### config.mk
export PLATFORM = sky130hd
export DESIGN_NAME = time_set_ctrl
export DESIGN_NICKNAME = d
export VERILOG_FILES = /design/src/rtl/time_set_ctrl.sv
export SDC_FILE = /design/constraint.sdc
export NUM_CORES = 1
export LEC_CHECK = 0
export BUFFER_PORTS_ARGS = -buffer_cell sky130_fd_sc_hd__buf_2
export CAP_MARGIN = 10
export CELL_PAD_IN_SITES_DETAIL_PLACEMENT = 2
export CELL_PAD_IN_SITES_GLOBAL_PLACEMENT = 2
export CORE_UTILIZATION = 30
export CTS_CLUSTER_SIZE = 40
export DETAILED_ROUTE_END_ITERATION = 16
export HOLD_SLACK_MARGIN = 0.15
export PLACE_DENSITY_LB_ADDON = 0.05
export SLEW_MARGIN = 20
export SYNTH_ARGS = -nofsm -noshare
export SYNTH_HDL_FRONTEND = slang
export SYNTH_SLANG_ARGS = --single-unit
### constraint.sdc
create_clock -name clk_i -period 2 [get_ports clk_i]
set_input_delay 0.1 -clock clk_i [delete_from_list [all_inputs] [get_ports clk_i]]
set_output_delay 0.1 -clock clk_i [all_outputs]
set_load 0.01 [all_outputs]
### src/rtl/time_set_ctrl.sv
// Time-setting controller: captures live time, lets the user edit
// hour/min/sec fields, then strobes the edited value into the clock counter.
module time_set_ctrl #(
   parameter int PRESET_CYC  = 2,
   parameter int TIMEOUT_CYC = 1_000_000
) (
   input  logic       clk_i,
   input  logic       rst_i,
   input  logic       mode_i,
   input  logic       inc_i,
   input  logic       dec_i,
   input  logic       cancel_i,
   input  logic [4:0] hour_i,
   input  logic [5:0] min_i,
   input  logic [5:0] sec_i,
   output logic       preset_o,
   output logic [4:0] hour_preset_o,
   output logic [5:0] min_preset_o,
   output logic [5:0] sec_preset_o,
   output logic [9:0] msec_preset_o,
   output logic [1:0] field_o,
   output logic       editing_o,
   output logic       done_o
);

   typedef enum logic [2:0] {
      RUN, E_HOUR, E_MIN, E_SEC, COMMIT
   } state_t;

   localparam int IW = $clog2(TIMEOUT_CYC);
   localparam logic [IW-1:0] IDLE_MAX = IW'(TIMEOUT_CYC - 1);
   localparam logic [3:0] PC_MAX = 4'(PRESET_CYC - 1);

   state_t        state_q, state_d;
   logic [IW-1:0] idle_q, idle_d;
   logic [3:0]    pc_q, pc_d;
   logic [4:0]    hour_q, hour_d;
   logic [5:0]    min_q, min_d;
   logic [5:0]    sec_q, sec_d;
   logic          act, abort, step_up, step_dn;
   logic          preset_d, done_d, editing_d;
   logic [1:0]    field_d;

   assign act     = mode_i | inc_i | dec_i;
   assign abort   = cancel_i | (!act && idle_q == IDLE_MAX);
   assign step_up = inc_i & ~dec_i;
   assign step_dn = dec_i & ~inc_i;

   always_ff @(posedge clk_i) begin
      if (!rst_i) begin
         state_q   <= RUN;
         idle_q    <= '0;
         pc_q      <= '0;
         hour_q    <= '0;
         min_q     <= '0;
         sec_q     <= '0;
         preset_o  <= 1'b0;
         done_o    <= 1'b0;
         editing_o <= 1'b0;
         field_o   <= 2'd0;
      end else begin
         state_q   <= state_d;
         idle_q    <= idle_d;
         pc_q      <= pc_d;
         hour_q    <= hour_d;
         min_q     <= min_d;
         sec_q     <= sec_d;
         preset_o  <= preset_d;
         done_o    <= done_d;
         editing_o <= editing_d;
         field_o   <= field_d;
      end
   end

   always_comb begin
      state_d = state_q;
      idle_d  = idle_q;
      pc_d    = pc_q;
      hour_d  = hour_q;
      min_d   = min_q;
      sec_d   = sec_q;
      unique case (state_q)
         RUN: begin
            if (mode_i) begin
               state_d = E_HOUR;
               idle_d  = '0;
               hour_d  = (hour_i > 5'd23) ? 5'd0 : hour_i;
               min_d   = (min_i > 6'd59) ? 6'd0 : min_i;
               sec_d   = (sec_i > 6'd59) ? 6'd0 : sec_i;
            end
         end
         COMMIT: begin
            if (pc_q == PC_MAX) state_d = RUN;
            else pc_d = pc_q + 4'd1;
         end
         default: begin
            // cancel (or idle timeout) outranks mode, which outranks inc/dec
            if (abort) begin
               state_d = RUN;
               idle_d  = '0;
            end else if (mode_i) begin
               idle_d = '0;
               if (state_q == E_HOUR) state_d = E_MIN;
               else if (state_q == E_MIN) state_d = E_SEC;
               else begin
                  state_d = COMMIT;
                  pc_d    = '0;
               end
            end else begin
               idle_d = act ? '0 : idle_q + IW'(1);
               if (state_q == E_HOUR) begin
                  if (step_up) hour_d = (hour_q == 5'd23) ? 5'd0 : hour_q + 5'd1;
                  if (step_dn) hour_d = (hour_q == 5'd0) ? 5'd23 : hour_q - 5'd1;
               end else if (state_q == E_MIN) begin
                  if (step_up) min_d = (min_q == 6'd59) ? 6'd0 : min_q + 6'd1;
                  if (step_dn) min_d = (min_q == 6'd0) ? 6'd59 : min_q - 6'd1;
               end else begin
                  if (step_up) sec_d = (sec_q == 6'd59) ? 6'd0 : sec_q + 6'd1;
                  if (step_dn) sec_d = (sec_q == 6'd0) ? 6'd59 : sec_q - 6'd1;
               end
            end
         end
      endcase
   end

   always_comb begin
      field_d   = 2'd0;
      editing_d = 1'b0;
      preset_d  = 1'b0;
      done_d    = (state_q == COMMIT) && (state_d == RUN);
      unique case (state_d)
         E_HOUR: begin field_d = 2'd1; editing_d = 1'b1; end
         E_MIN:  begin field_d = 2'd2; editing_d = 1'b1; end
         E_SEC:  begin field_d = 2'd3; editing_d = 1'b1; end
         COMMIT: begin editing_d = 1'b1; preset_d = 1'b1; end
         default: ;
      endcase
   end

   assign hour_preset_o = hour_q;
   assign min_preset_o  = min_q;
   assign sec_preset_o  = sec_q;
   assign msec_preset_o = 10'd0;

endmodule

* Word-level counts from Yosys, hierarchy flattened
Cells that the tools add are included.
** Word-level totals
- Register bits after elaboration :: 49
- Input bits :: 23
- Output and inout port bits :: 32
- Logic and storage cells :: 122
** Cells by class
- Add/subtract/negate cells :: 8
- Magnitude comparators :: 3
- Equal/unequal tests :: 21
- Multiplexer cells :: 53
- Bitwise gates (word level) :: 9
- Reductions and logical operators :: 18
** Operator list (number)
- two-way mux 6 bit :: 20
- two-way mux 20 bit :: 4
- two-way mux 5 bit :: 9
- case mux 20 bit (2 select lines) :: 1
- case mux 6 bit (2 select lines) :: 2
- adder 20 x 1 -> 20 bit, second input constant :: 1
- == test 20 bit, second input constant :: 1
- two-way mux 4 bit :: 5
- two-way mux 3 bit :: 6
- AND reduction 7 bit :: 2
- adder 6 x 1 -> 6 bit, second input constant :: 2
- == test 6 bit, second input constant :: 2
- > comparator 6 bit, second input constant :: 2
- logical NOT 6 bit :: 2
- AND reduction 6 bit :: 2
- subtractor 6 x 1 -> 6 bit, second input constant :: 2
- != test 2 x 1 -> 1 bit, second input constant :: 5
- case mux 5 bit (2 select lines) :: 1
- == test 3 x 2 -> 1 bit, second input constant :: 3
- case mux 4 bit (2 select lines) :: 1
- == test 3 x 1 -> 1 bit, second input constant :: 2
- == test 3 bit, second input constant :: 2
- logical NOT 3 bit :: 2
- != test 3 bit, second input constant :: 2
- other kinds (21) :: 31

* Longest topological paths before layout
- Depth after elaboration :: 10
- Mapped depth :: 8
- Gate-level depth less buffers :: 7

* Worst setup path after synthesis
No wires, ideal clock.
- Kind :: register to register
- Start point :: register idle_q[0]
- End point :: register hour_q[2] (netlist: hour_preset_o[2])
- Setup time :: 0.117 ns
- Arrival time :: 1.786 ns
- Data required time :: 1.883 ns
- Slack :: 0.097 ns
- Cell stages (with the launch flop) :: 8
- Buffers on the path :: 2
- Clock period less this slack :: 1.903 ns
- Cell sequence :: dfxtp_1 ha_1 clkbuf_1 and4_1 buf_4 a2111oi_4 o21ai_0 a32o_1
** On the way
- Longest elaborated chain between the ends :: 5
- Elaborated cells between the ends (all ways) :: 7
- Classes of those cells :: 2 x eq/ne; 1 x bitwise; 4 x reduce/logical
** RTL lines
- from (decl) :: line 35 : logic [IW-1:0] idle_q, idle_d;
- from (signal assigned) :: line 63 : idle_q <= idle_d;
- == test 20 bit (*) :: line 45 : assign abort = cancel_i | (!act && idle_q == IDLE_MAX);
- logical AND 1 bit (*) :: line 45
- OR 1 bit (*) :: line 45
- != test 2 x 1 -> 1 bit (no line), or another cell as far along
- AND reduction 6 bit (no line) (*)
- to (signal assigned) :: line 65 : hour_q <= hour_d;
- to (decl) :: line 37 : logic [4:0] hour_q, hour_d;
Mark *: on every way between the ends. The rest lies on a longest branch, timed or not.
A chain may end at the register's enable or synchronous reset.

* Worst setup path in the final report
- Start point :: register idle_q[10]
- End point :: register hour_q[3] (netlist: hour_preset_o[3])
Same word-level chain as after synthesis.

==> summary.md <==
| Metric | Value |
|---|---|
| Clock share of power | `36.3%` |
| Antenna-violating nets left | `0` |
| Logic pwr share | `24.5%` |
| Max VDD drop | `0.3034 mV` |
| Post-DP HPWL | `10130 um` |
| Slowest cell delay on critical path | `0.37 ns` |
| CTS sink count | `49` |
| Worst Setup Start Kind | `flop` |
| Warnings from Yosys | `0` |
| Fin crit period | `1.949 ns` |
| Pin count of the biggest net entering global routing | `19` |
| Pint | `just under 2000 uW` |
| CORE AREA | `11560 um^2` |
| Ys async rst share | `0%` |
| Total net switching power | `825.2 uW` |
| Final setup TNS | `0 ns` |
| Placed inst area | `4364 um^2` |
| Endpoints failing setup | `0` |
| Hold Startpoint | `sec_i[3]` |
| Syn avg cell area | `7.818 um^2` |
| N_diodes | `0` |
| Largest family of logic cells by synthesized area | `compound AO/OA/AOI/OAI gates` |
| FF-to-FF Start | `idle_q[10]` |
| Fillers | `1334` |
| Critical path capture point type | `flop` |
| Die Wd | `111.8 um` |
| DRT Wirelength | `13320 um` |
| Reg-to-reg endpoint | `hour_preset_o[3]` |
| Slowest-stage cell, CP | `nor4b_1` |
| Non-filler cells in the finished layout | `about 690` |
| Synth cell types | `69` |
| Total GRT Usage | `a little over a fifth` |
| Synth Area in Compound Gates | `30.25%` |
| Num CTS Buffers | `5` |
| Synth Area in Simple Gates | `26.96%` |
| Cell Chain, Critical Path | `nor4b_1 -> buf_4 -> and4_4 -> a2111oi_4 -> nand2b_1 -> a311oi_1` |
| Worst EP arrival | `about 2.1 ns` |
| Worst min-delay path class | `input port to flop` |
| Synth Area in XOR/XNOR | `2.178%` |
| Post-Syn Instances | `approximately 460` |
| PD cells | `around 590 nW/um^2` |
| Sequential share of power | `39.2%` |
| Hold Fails Final Rpt | `0` |
| Synth Cell Area | `3620 um^2` |
| Mux cell area share after synthesis | `0.5531%` |
| Drt initial violations | `100` |
| Sw frac | `29.84%` |
| Fin crit share | `97.47%` |
| Cells after DPL | `~680` |
| Ys flop type | `dfxtp_1` |
| Drt first pass iters | `10` |
| Die height | `111.8 um` |
| Worst-path fanout max | `7` |
| Hold Path Sink | `sec_preset_o[3]` |
| DRC violations left | `4` |
| Number of synthesized register bits | `49` |
| First-pass GRT wire length | `21940 um` |
| Share of cells above drive strength 1 | `29.45%` |
| Layout Nets | `584` |
| Final setup skew | `between 0.007 and 0.008 ns` |
| Status | `complete, but fails checks` |
| Maximum clock rate | `0.5130 GHz` |
| Synth-to-layout area growth | `29.59%` |
| Cell depth of the worst flop-to-flop path | `6` |
| R2R Setup Slk | `0.05 ns` |
| Failing checks | `design-rule violations` |
| Clock root buffer | `clkbuf_16` |
| GRT overflow | `0` |
| Worst Path Required | `between 2 and 2.5 ns` |
| CTS tree | `done` |
| Final Cell Area | `4691 um^2` |
| Via count | `3931` |
| RePlAce Congestion | `about 0.78` |
| Post-Synth Adder-Cell Area | `4.148%` |
| Skew-Pair Late Insertion Delay | `0.29 ns` |
| Max-cap violations | `0` |
| Initial antenna violation count | `0` |
| Register area share after synthesis | `27.10%` |
| Leak Pwr | `about 0.0018 uW` |
| Ports | `55` |
| Drt wl/cell | `19.22 um` |
| Worst-path clk slew | `about 0.070 ns` |
| Clk buf depth | `2` |
| EDFF count, synth | `0` |
| Setup CP Type | `flop to flop` |
| Vias in the first global route | `4230` |
| Via/cell ratio | `5.672` |
| Starting Density | `31.30%` |
| H-tree Lvls | `2` |
| Num rows | `39` |
| Port Buf Inserts | `44` |
| Slew Viols, Final | `0` |
| Die footprint | `12510 um^2` |
| Hold depth | `3` |
-- state kept, by name, indices dropped and copies added (netlist names) --
signal         flops
done_o             1
editing_o          1
field_o            2
hour_preset_o      5
idle_q            20
min_preset_o       6
pc_q               4
preset_o           1
sec_preset_o       6
state_q            3
-- synthesized netlist by cell type, drive strengths merged (10+ instances only) --
master	n	share of area, %
clkbuf	26	2.7
a211oi	15	3.6
o21ai	19	2.6
inv	19	2.0
nor3	34	5.2
nor2	19	2.0
a21oi	40	5.9
buf	20	4.0
nand3	18	2.5
dfxtp	49	27
nand2	34	3.5
or3	10	2.0
ha	12	4.1
-- layout by cell type (no fill, tap or decap), types with 7 or more instances in the layout --
cell and instances:
dfxtp_1 43, a31oi_1 9, or3_1 7, nor3_1 31
nand4_1 9, o21ai_0 17, buf_2 44, ha_1 10
nand3_1 17, o31ai_1 7, nor2b_1 7, and3_1 9
a21oi_1 36, o211ai_1 7, a211oi_1 13, buf_4 62
inv_1 19, conb_1 10, nor2_1 17, nand2_1 34
-- logic make-up (layout without fill, tap and decap cells) --
family                   after synthesis  count (layout)
other                                  1              10
flip-flops                            49              49
adder cells (fa/ha/maj)               12              12
buffers and inverters                 65             143
multiplexers                           2               2
AND/OR/NAND/NOR                      176             176
XOR/XNOR                               9               9
AO/OA/AOI/OAI                        149             149
-- through the flow --
step | hold WS [ns] | power (uW) | worst slack [ns] | util [%]
floorplan | 0.2624 | 1503 | 0.09674 | -
global placement | 0.4069 | 1747 | -0.1302 | 37.74
detailed placement | 0.4007 | 1770 | -0.1742 | 37.74
CTS | 0.1553 | 2793 | 0.01075 | 39.85
global route | 0.1691 | 2896 | -0.04312 | 40.56
finish | 0.1496 | 2765 | 0.05069 | 40.56
-- repair_timing --
item,4_1_cts,5_1_grt
pin swaps,3,9
hold buffers,5,0
setup endpoints to repair,20,32
setup buffers,2,1
endpoints found under the hold margin,5,0
resized for setup,6,19
-- worst max-delay path by stage --
stage               start               end  slack [ns]  cells after the start
6_report       idle_q[10]  hour_preset_o[3]        0.05                      6
3_3_place_gp    idle_q[9]        idle_q[11]       -0.13                      7
5_1_grt        idle_q[10]   min_preset_o[4]       -0.04                      6
3_5_place_dp    idle_q[9]        idle_q[11]       -0.17                      7
4_1_cts        state_q[0]   min_preset_o[1]        0.01                      6
2_1_floorplan   idle_q[0]  hour_preset_o[2]         0.1                      7
-- layout make-up --
type | instances | area [um^2] | share of cell area [%]
clock inverters | 1 | 30.03 | 0.6402
flip-flops and latches | 49 | 991.0 | 21.13
repair buffers | 116 | 835.8 | 17.82
well taps | 143 | 178.9 | 3.814
clock buffers | 7 | 142.6 | 3.041
multi-input cells | 358 | 2441 | 52.04
inverters | 19 | 71.32 | 1.520
-- power by group through the flow --
stage	clock [uW]	sequential, uW	combinational (uW)
floorplan	0	1090	413
global placement	0	1100	643
detailed placement	0	1110	663
CTS	1030	1080	677
global route	1050	1090	749
finish	1000	1080	676
-- critical path, delay by kind of cell (launching register included) --
family / cells / cell delay (ns)
compound gates: 2 / 0.40
buf+inv: 1 / 0.18
flops: 1 / 0.31
simple gates: 3 / 0.96
-- metal layers --
layer  vias up  share of wire, %  global-route usage [%]
li1       1901                 -                       -
met1      1969                46                   26.51
met2        49                51                   40.58
met3        12               2.2                   1.633
met4         0               1.4                   5.405
met5         -                 0                       0
Power figures use the tool's default switching activity.
